File: config.mk
export PLATFORM = sky130hd
export DESIGN_NAME = xor_stream_ctrl
export DESIGN_NICKNAME = d
export VERILOG_FILES = /design/src/rtl/xor_stream_ctrl.sv
export SDC_FILE = /design/constraint.sdc
export NUM_CORES = 1
export LEC_CHECK = 0
export BUFFER_PORTS_ARGS = -buffer_cell sky130_fd_sc_hd__buf_2
export CAP_MARGIN = 25
export CORE_MARGIN = 8
export CORE_UTILIZATION = 25
export DETAILED_ROUTE_END_ITERATION = 8
export PLACE_DENSITY_LB_ADDON = 0.25
export SETUP_SLACK_MARGIN = 0.4
export SYNTH_ARGS = -nofsm -noshare
export SYNTH_HDL_FRONTEND = slang
export SYNTH_SLANG_ARGS = --single-unit
File: constraint.sdc
create_clock -name clk -period 3.6 [get_ports clk]
set_clock_uncertainty 0.1 [all_clocks]
set_input_delay 0.36 -clock clk [delete_from_list [all_inputs] [get_ports clk]]
set_output_delay 0.36 -clock clk [all_outputs]
set_load 0.1 [all_outputs]
File: src/rtl/xor_stream_ctrl.sv
// Job-based streaming XOR engine: consumes paired A/B words, emits A^B with a last
// marker under valid/ready flow control, and signals completion with a done pulse.
module xor_stream_ctrl #(
  parameter int DATA_W = 64,
  parameter int LEN_W  = 16
) (
  input  logic              clk,
  input  logic              rst_n,
  input  logic              start,
  input  logic [LEN_W-1:0]  len,
  input  logic [DATA_W-1:0] a_data,
  input  logic              a_valid,
  output logic              a_ready,
  input  logic [DATA_W-1:0] b_data,
  input  logic              b_valid,
  output logic              b_ready,
  output logic [DATA_W-1:0] c_data,
  output logic              c_valid,
  output logic              c_last,
  input  logic              c_ready,
  output logic              busy,
  output logic              done,
  output logic [LEN_W-1:0]  out_cnt
);

  typedef enum logic [1:0] {
    IDLE  = 2'd0,
    RUN   = 2'd1,
    FLUSH = 2'd2,
    DONE  = 2'd3
  } state_t;

  localparam logic [LEN_W-1:0] LEN_ZERO = {LEN_W{1'b0}};
  localparam logic [LEN_W-1:0] LEN_ONE  = LEN_W'(1);
  localparam logic [LEN_W-1:0] CNT_MAX  = {LEN_W{1'b1}};

  state_t              state_q, state_d;
  logic [LEN_W-1:0]    remaining_q, remaining_d;
  logic [LEN_W-1:0]    out_cnt_q, out_cnt_d;
  logic [DATA_W-1:0]   c_data_q, c_data_d;
  logic                c_valid_q, c_valid_d;
  logic                c_last_q, c_last_d;
  logic                accept_s;
  logic                c_fire_s;
  logic                last_word_s;

  // An operand pair is taken only when the output register is free or draining.
  assign accept_s    = (state_q == RUN) && a_valid && b_valid && (!c_valid_q || c_ready);
  assign c_fire_s    = c_valid_q && c_ready;
  assign last_word_s = (remaining_q == LEN_ONE);

  // Job FSM next-state
  always_comb begin
    state_d = state_q;
    case (state_q)
      IDLE: begin
        if (start) begin
          if (len == LEN_ZERO) state_d = DONE;
          else                 state_d = RUN;
        end else begin
          state_d = IDLE;
        end
      end
      RUN: begin
        if (accept_s && last_word_s) state_d = FLUSH;
        else                         state_d = RUN;
      end
      FLUSH: begin
        if (c_fire_s && c_last_q) state_d = DONE;
        else                      state_d = FLUSH;
      end
      DONE:    state_d = IDLE;
      default: state_d = IDLE;
    endcase
  end

  // Output register, word countdown and delivered-word counter
  always_comb begin
    remaining_d = remaining_q;
    out_cnt_d   = out_cnt_q;
    c_data_d    = c_data_q;
    c_valid_d   = c_valid_q;
    c_last_d    = c_last_q;

    if (accept_s) begin
      c_data_d    = a_data ^ b_data;
      c_valid_d   = 1'b1;
      c_last_d    = last_word_s;
      remaining_d = remaining_q - LEN_ONE;
    end else if (c_fire_s) begin
      c_valid_d = 1'b0;
      c_last_d  = 1'b0;
    end else begin
      c_valid_d = c_valid_q;
    end

    if ((state_q == IDLE) && start) begin
      remaining_d = len;
      out_cnt_d   = LEN_ZERO;
    end else if (c_fire_s && (out_cnt_q != CNT_MAX)) begin
      out_cnt_d = out_cnt_q + LEN_ONE;
    end else begin
      out_cnt_d = out_cnt_q;
    end
  end

  // State registers with synchronous active-low reset
  always_ff @(posedge clk) begin
    if (!rst_n) begin
      state_q     <= IDLE;
      remaining_q <= LEN_ZERO;
      out_cnt_q   <= LEN_ZERO;
      c_data_q    <= {DATA_W{1'b0}};
      c_valid_q   <= 1'b0;
      c_last_q    <= 1'b0;
    end else begin
      state_q     <= state_d;
      remaining_q <= remaining_d;
      out_cnt_q   <= out_cnt_d;
      c_data_q    <= c_data_d;
      c_valid_q   <= c_valid_d;
      c_last_q    <= c_last_d;
    end
  end

  assign a_ready = accept_s;
  assign b_ready = accept_s;
  assign c_data  = c_data_q;
  assign c_valid = c_valid_q;
  assign c_last  = c_last_q;
  assign busy    = (state_q != IDLE);
  assign done    = (state_q == DONE);
  assign out_cnt = out_cnt_q;

endmodule

; After elaboration in Yosys (flattened, before gate mapping)
; Cells that the tools add are included.
[word_totals]
wordCells = 41
inputBits = 150
reg_bits = 100
[classes]
n_reduce_logical = 16
mux = 10
eq_ne = 5
bitwise = 2
add_sub_neg = 2
[op_table]
columns = cell, n
row1 = 64-bit bitwise XOR, 1
row2 = 16-bit 2-to-1 mux, 2
row3 = "16-bit by 1-bit adder with 16-bit output, second input constant", 1
row4 = "16-bit by 1-bit equality test with 1-bit output, second input constant", 1
row5 = 16-bit logical NOT, 1
row6 = "16-bit inequality test, second input constant", 1
row7 = "16-bit by 1-bit subtractor with 16-bit output, second input constant", 1
row8 = 1-bit logical AND, 8
row9 = 2-bit one-hot mux with 4 select lines, 1
row10 = 2-bit 2-to-1 mux, 3
row11 = 2-bit nonzero test, 3
row12 = "2-bit equality test, second input constant", 2
row13 = 1-bit 2-to-1 mux, 4
row14 = "2-bit by 1-bit equality test with 1-bit output, second input constant", 1
row15 = 2-bit logical NOT, 1
row16 = 2-bit OR reduction, 1
row17 = 1-bit logical NOT, 1
row18 = 1-bit logical OR, 1
row19 = 1-bit inverter, 1

; Longest topological paths before layout
[depth]
word_depth = 7
mapped_depth = 8
mapped_depth_nobuf = 5

; Worst setup path after synthesis
; Ideal clock, no wire load.
[synth_timing]
kind = flip-flop to output port
startpoint = register c_valid_q, in the netlist c_valid
endpoint = output b_ready
n_path_buf = 4
arrival_time_ns = 2.498
path_slack_ns = 0.642
stages_incl_launch_ff = 8
path_cell_list = dfxtp_1 -> clkbuf_1 -> nand2b_1 -> nand2_1 -> inv_2 -> buf_2 -> buf_2 -> buf_4
[synth_via]
elab_chain_cells = 3
[synth_lines]
columns = element, line_no
row1 = from (decl), 41  ; logic c_valid_q, c_valid_d;
row2 = from (signal assigned), 121  ; c_valid_q <= c_valid_d;
row3 = 1-bit logical NOT, 48  ; assign accept_s = (state_q == RUN) && a_valid && b_valid && (!c_valid_q || c_ready);
row4 = 1-bit logical OR, 48
row5 = 1-bit logical AND, 48
row6 = to (decl), 16  ; output logic b_ready,
; Every way passes these cells.

; Worst setup path in the final report
[layout_timing]
startpoint = register state_q[0]
endpoint = output a_ready
[layout_via]
elab_chain_cells = 4
[layout_lines]
columns = element, line_no
row1 = from (decl), 37  ; state_t state_q, state_d;
row2 = from (signal assigned), 117  ; state_q <= state_d;
row3 = 2-bit by 1-bit equality test with 1-bit output, 48
row4 = 1-bit logical AND (3 in a row), 48
row5 = to (decl), 13  ; output logic a_ready,
; Every way passes these cells.

==> impl_metrics.yaml <==
grt:
  antenna_found_initial: 0
  grt_pass1_vias: 4578
  grt_remaining_overflow: 0
  groute.usage.overall: 0.129
  grt_pass1_wl_um: 24500
  maximum_number_of_pins_on_one_net_before_global_route_repair: 123
die:
  die_area_um2: 23600
  floorplan.die.height_um: 154
  boundaryPins: 236
  floorplan.core_area_um2: 18600
  initial_core_util: 0.254
  cell_rows: 50
  horizontal_die_dimension_um: 154
place:
  placed_cells: 969
  io_buffers: 235
  dp.final_hpwl_um: 12100
  globalplace.congestion: 0.771
  place_ws_ns: 1.29
  placedInstanceArea_um2: 6080
logic_synthesis:
  post_synthesis_sequential_area_ratio: 0.423
  syn-instance-count: 530
  ys.warnings.count: 0
  synth.avg_cell_area_um2: 8.93
  ys_dominant_reg_cell: "sky130_fd_sc_hd__dfxtp_1"
  synth.lib_cells_used.distinct: 53
  ys_ff_latch: 100
  async_reset_ff_frac: 0
  mappedNetlistNets: 683
  synthesis.area_um2: 4730
  synth-edff-count: 0
worst_setup_path:
  start_kind: "flip-flop"
  timing.setup.critical_path_class: "reg -> out"
  critPathCaptureType: "output pin"
  cp_arrival_ns: 2.19
  critPathMaxFanout: 21
  worstPathRequired_ns: 3.14
route:
  detailed_route_wire_length_um: 15400
  routedWlPerCell_um: 15.7
  vias_per_cell: 4.62
  ant_nets: 0
  initialDrtViolationCount: 166
  drt_pre_antenna_iters: 4
  drcViolationCount: 0
  routed-via-count: 4547
clocking:
  ctsHtreeMaxLevel: 3
  cts_resized: 0
  postCtsHoldBufs: 0
  ctsRootBufferMaster: "sky130_fd_sc_hd__clkbuf_16"
  worst_skew_pair.late_latency_ns: 0.35
  cts.reportedPaths.clkPinSlew_ns: 0.07
  cts.sinks: 100
  numCtsBuffers: 9
  max_buffers_root_to_sink: 2
  tritoncts: "done"
  postCtsSetupRepairBufs: 0
job:
  number_of_max_cap_violations: 0
finish:
  area_delta_synth_final_pct: 34.7
  post_route_cells_drive_above_1_share: 0.352
  stdcell_count: 985
  num-nets-final: 899
  layout.cell_area.non_filler_um2: 6380
  antenna_cells_inserted: 0
timing:
  max_slew_headroom_at_the_worst_pin: 0.489
  report.final.setup_viol: 0
  fin_ws_ns: 0.946
  period_minus_slack_ns: 2.65
  worst_hold_margin_ns: 0.176
  fin_tns_setup_ns: 0
  finalMaxSlewViolations: 0
  hold_violations: 0
  worstMarginPinSlew_ns: 0.759
  grt_setup_unrepaired: "no"
  timing.fmax_ghz: 0.377
  fin_crit_sh: 0.737
status:
  run_status: "finished clean"
power_and_ir_drop:
  ir_worst_vdd_mv: 0.204
  power.density_nw_per_um2: 438
  leakage_power_figure_nw: 2.60
hold_path:
  min_path_type: "in -> reg"
-- sequential cells by signal, indices dropped and copies added (netlist names) --
register     count
remaining_q     16
c_valid          1
c_data          64
state_q          2
c_last           1
out_cnt         16
-- layer usage --
| layer | GRT usage | vias up | wire (µm) |
|---|---|---|---|
| met4 | 0.0602 | 0 | 380 |
| met5 | 0 | - | 0 |
| li1 | - | 2388 | - |
| met1 | 0.149 | 1973 | 6790 |
| met2 | 0.210 | 164 | 7120 |
| met3 | 0.0440 | 22 | 1130 |
-- critical path: stages, from the launching register on --
cell,delay (ns)
sky130_fd_sc_hd__dfxtp_1,0.46
sky130_fd_sc_hd__and4b_1,0.33
sky130_fd_sc_hd__nand2_1,0.28
sky130_fd_sc_hd__inv_4,0.29
sky130_fd_sc_hd__buf_2,0.48
-- cell usage in the layout, fill, tap and decap left out, types with 3 or more instances in the layout --
cell                        instances
sky130_fd_sc_hd__nor4_1             5
sky130_fd_sc_hd__nand4_1           13
sky130_fd_sc_hd__and4_1             6
sky130_fd_sc_hd__o21ai_0           11
sky130_fd_sc_hd__nor3_1             7
sky130_fd_sc_hd__or4_1             10
sky130_fd_sc_hd__ha_1               3
sky130_fd_sc_hd__nand3_1           10
sky130_fd_sc_hd__o21a_1             3
sky130_fd_sc_hd__clkbuf_16          9
sky130_fd_sc_hd__and2_1             4
sky130_fd_sc_hd__inv_1              6
sky130_fd_sc_hd__nand2_1           23
sky130_fd_sc_hd__o31ai_1            8
sky130_fd_sc_hd__a2bb2oi_1          5
sky130_fd_sc_hd__o211ai_1           7
sky130_fd_sc_hd__a21oi_1           20
sky130_fd_sc_hd__dfxtp_1          100
sky130_fd_sc_hd__a32oi_1            3
sky130_fd_sc_hd__a31oi_1            7
sky130_fd_sc_hd__nor2b_1            3
sky130_fd_sc_hd__nor2_1            73
sky130_fd_sc_hd__buf_4              3
sky130_fd_sc_hd__xnor2_1           64
sky130_fd_sc_hd__mux2i_1            3
sky130_fd_sc_hd__a211oi_1          64
sky130_fd_sc_hd__and3_1             3
sky130_fd_sc_hd__or3_1              9
sky130_fd_sc_hd__buf_2            235
-- through the flow --
step                      power (mW)  utilization
after floorplan                 1.67            -
after global placement          1.86        0.326
after detailed placement        1.86        0.326
after CTS                       2.84        0.342
after global routing            2.94        0.342
final                           2.79        0.342
-- synth_stat cells (8+ instances only) --
library cell / instances / area share
sky130_fd_sc_hd__or3_1: 9 / 0.012
sky130_fd_sc_hd__nand3_1: 10 / 0.011
sky130_fd_sc_hd__buf_2: 9 / 0.0095
sky130_fd_sc_hd__o31ai_1: 8 / 0.013
sky130_fd_sc_hd__nor2_1: 73 / 0.058
sky130_fd_sc_hd__xnor2_1: 64 / 0.12
sky130_fd_sc_hd__a211oi_1: 64 / 0.10
sky130_fd_sc_hd__nand2_1: 23 / 0.018
sky130_fd_sc_hd__or4_1: 10 / 0.016
sky130_fd_sc_hd__clkbuf_1: 17 / 0.013
sky130_fd_sc_hd__nand4_1: 13 / 0.017
sky130_fd_sc_hd__o21ai_0: 11 / 0.012
sky130_fd_sc_hd__a21oi_1: 20 / 0.021
sky130_fd_sc_hd__dfxtp_1: 100 / 0.42
-- where the power goes --
part | internal (mW) | switching, mW | leakage, nW
sequential | 1.15 | 0.0313 | 0.813
combinational | 0.195 | 0.447 | 1.65
clock | 0.501 | 0.464 | 0.142
total | 1.85 | 0.943 | 2.60
-- area by class of cell --
class	instances	area (µm²)
fillers	1994	12300
inverters	8	32.5
repair buffers	239	1220
well taps	234	293
clock buffers	10	239
multi-input cells	388	2540
clock inverters	6	53.8
flip-flops and latches	100	2000
-- logic make-up (layout without fill, tap and decap cells) --
family / count (synthesis) / after routing / share of synthesized area
AO/OA/AOI/OAI: 140 / 140 / 0.210
XOR/XNOR: 65 / 65 / 0.120
adder cells (fa/ha/maj): 3 / 3 / 0.00793
buffers and inverters: 42 / 263 / 0.0423
flip-flops: 100 / 100 / 0.423
multiplexers: 3 / 3 / 0.00634
AND/OR/NAND/NOR: 177 / 177 / 0.191
-- path summary, 6_finish.rpt --
path	startpoint	end	slack, ns	cells past startpoint
worst min-delay path	len[10]	remaining_q[10]$_SDFFE_PN0P_	0.18	3
worst max register to register	state_q[0]$_SDFF_PN0_	c_data[60]$_SDFFE_PN0P_	1.25	6
worst min register to register	remaining_q[1]$_SDFFE_PN0P_	remaining_q[1]$_SDFFE_PN0P_	0.38	2
worst max-delay path	state_q[0]$_SDFF_PN0_	a_ready	0.95	4
No activity file was read; power rests on OpenSTA's default activity.
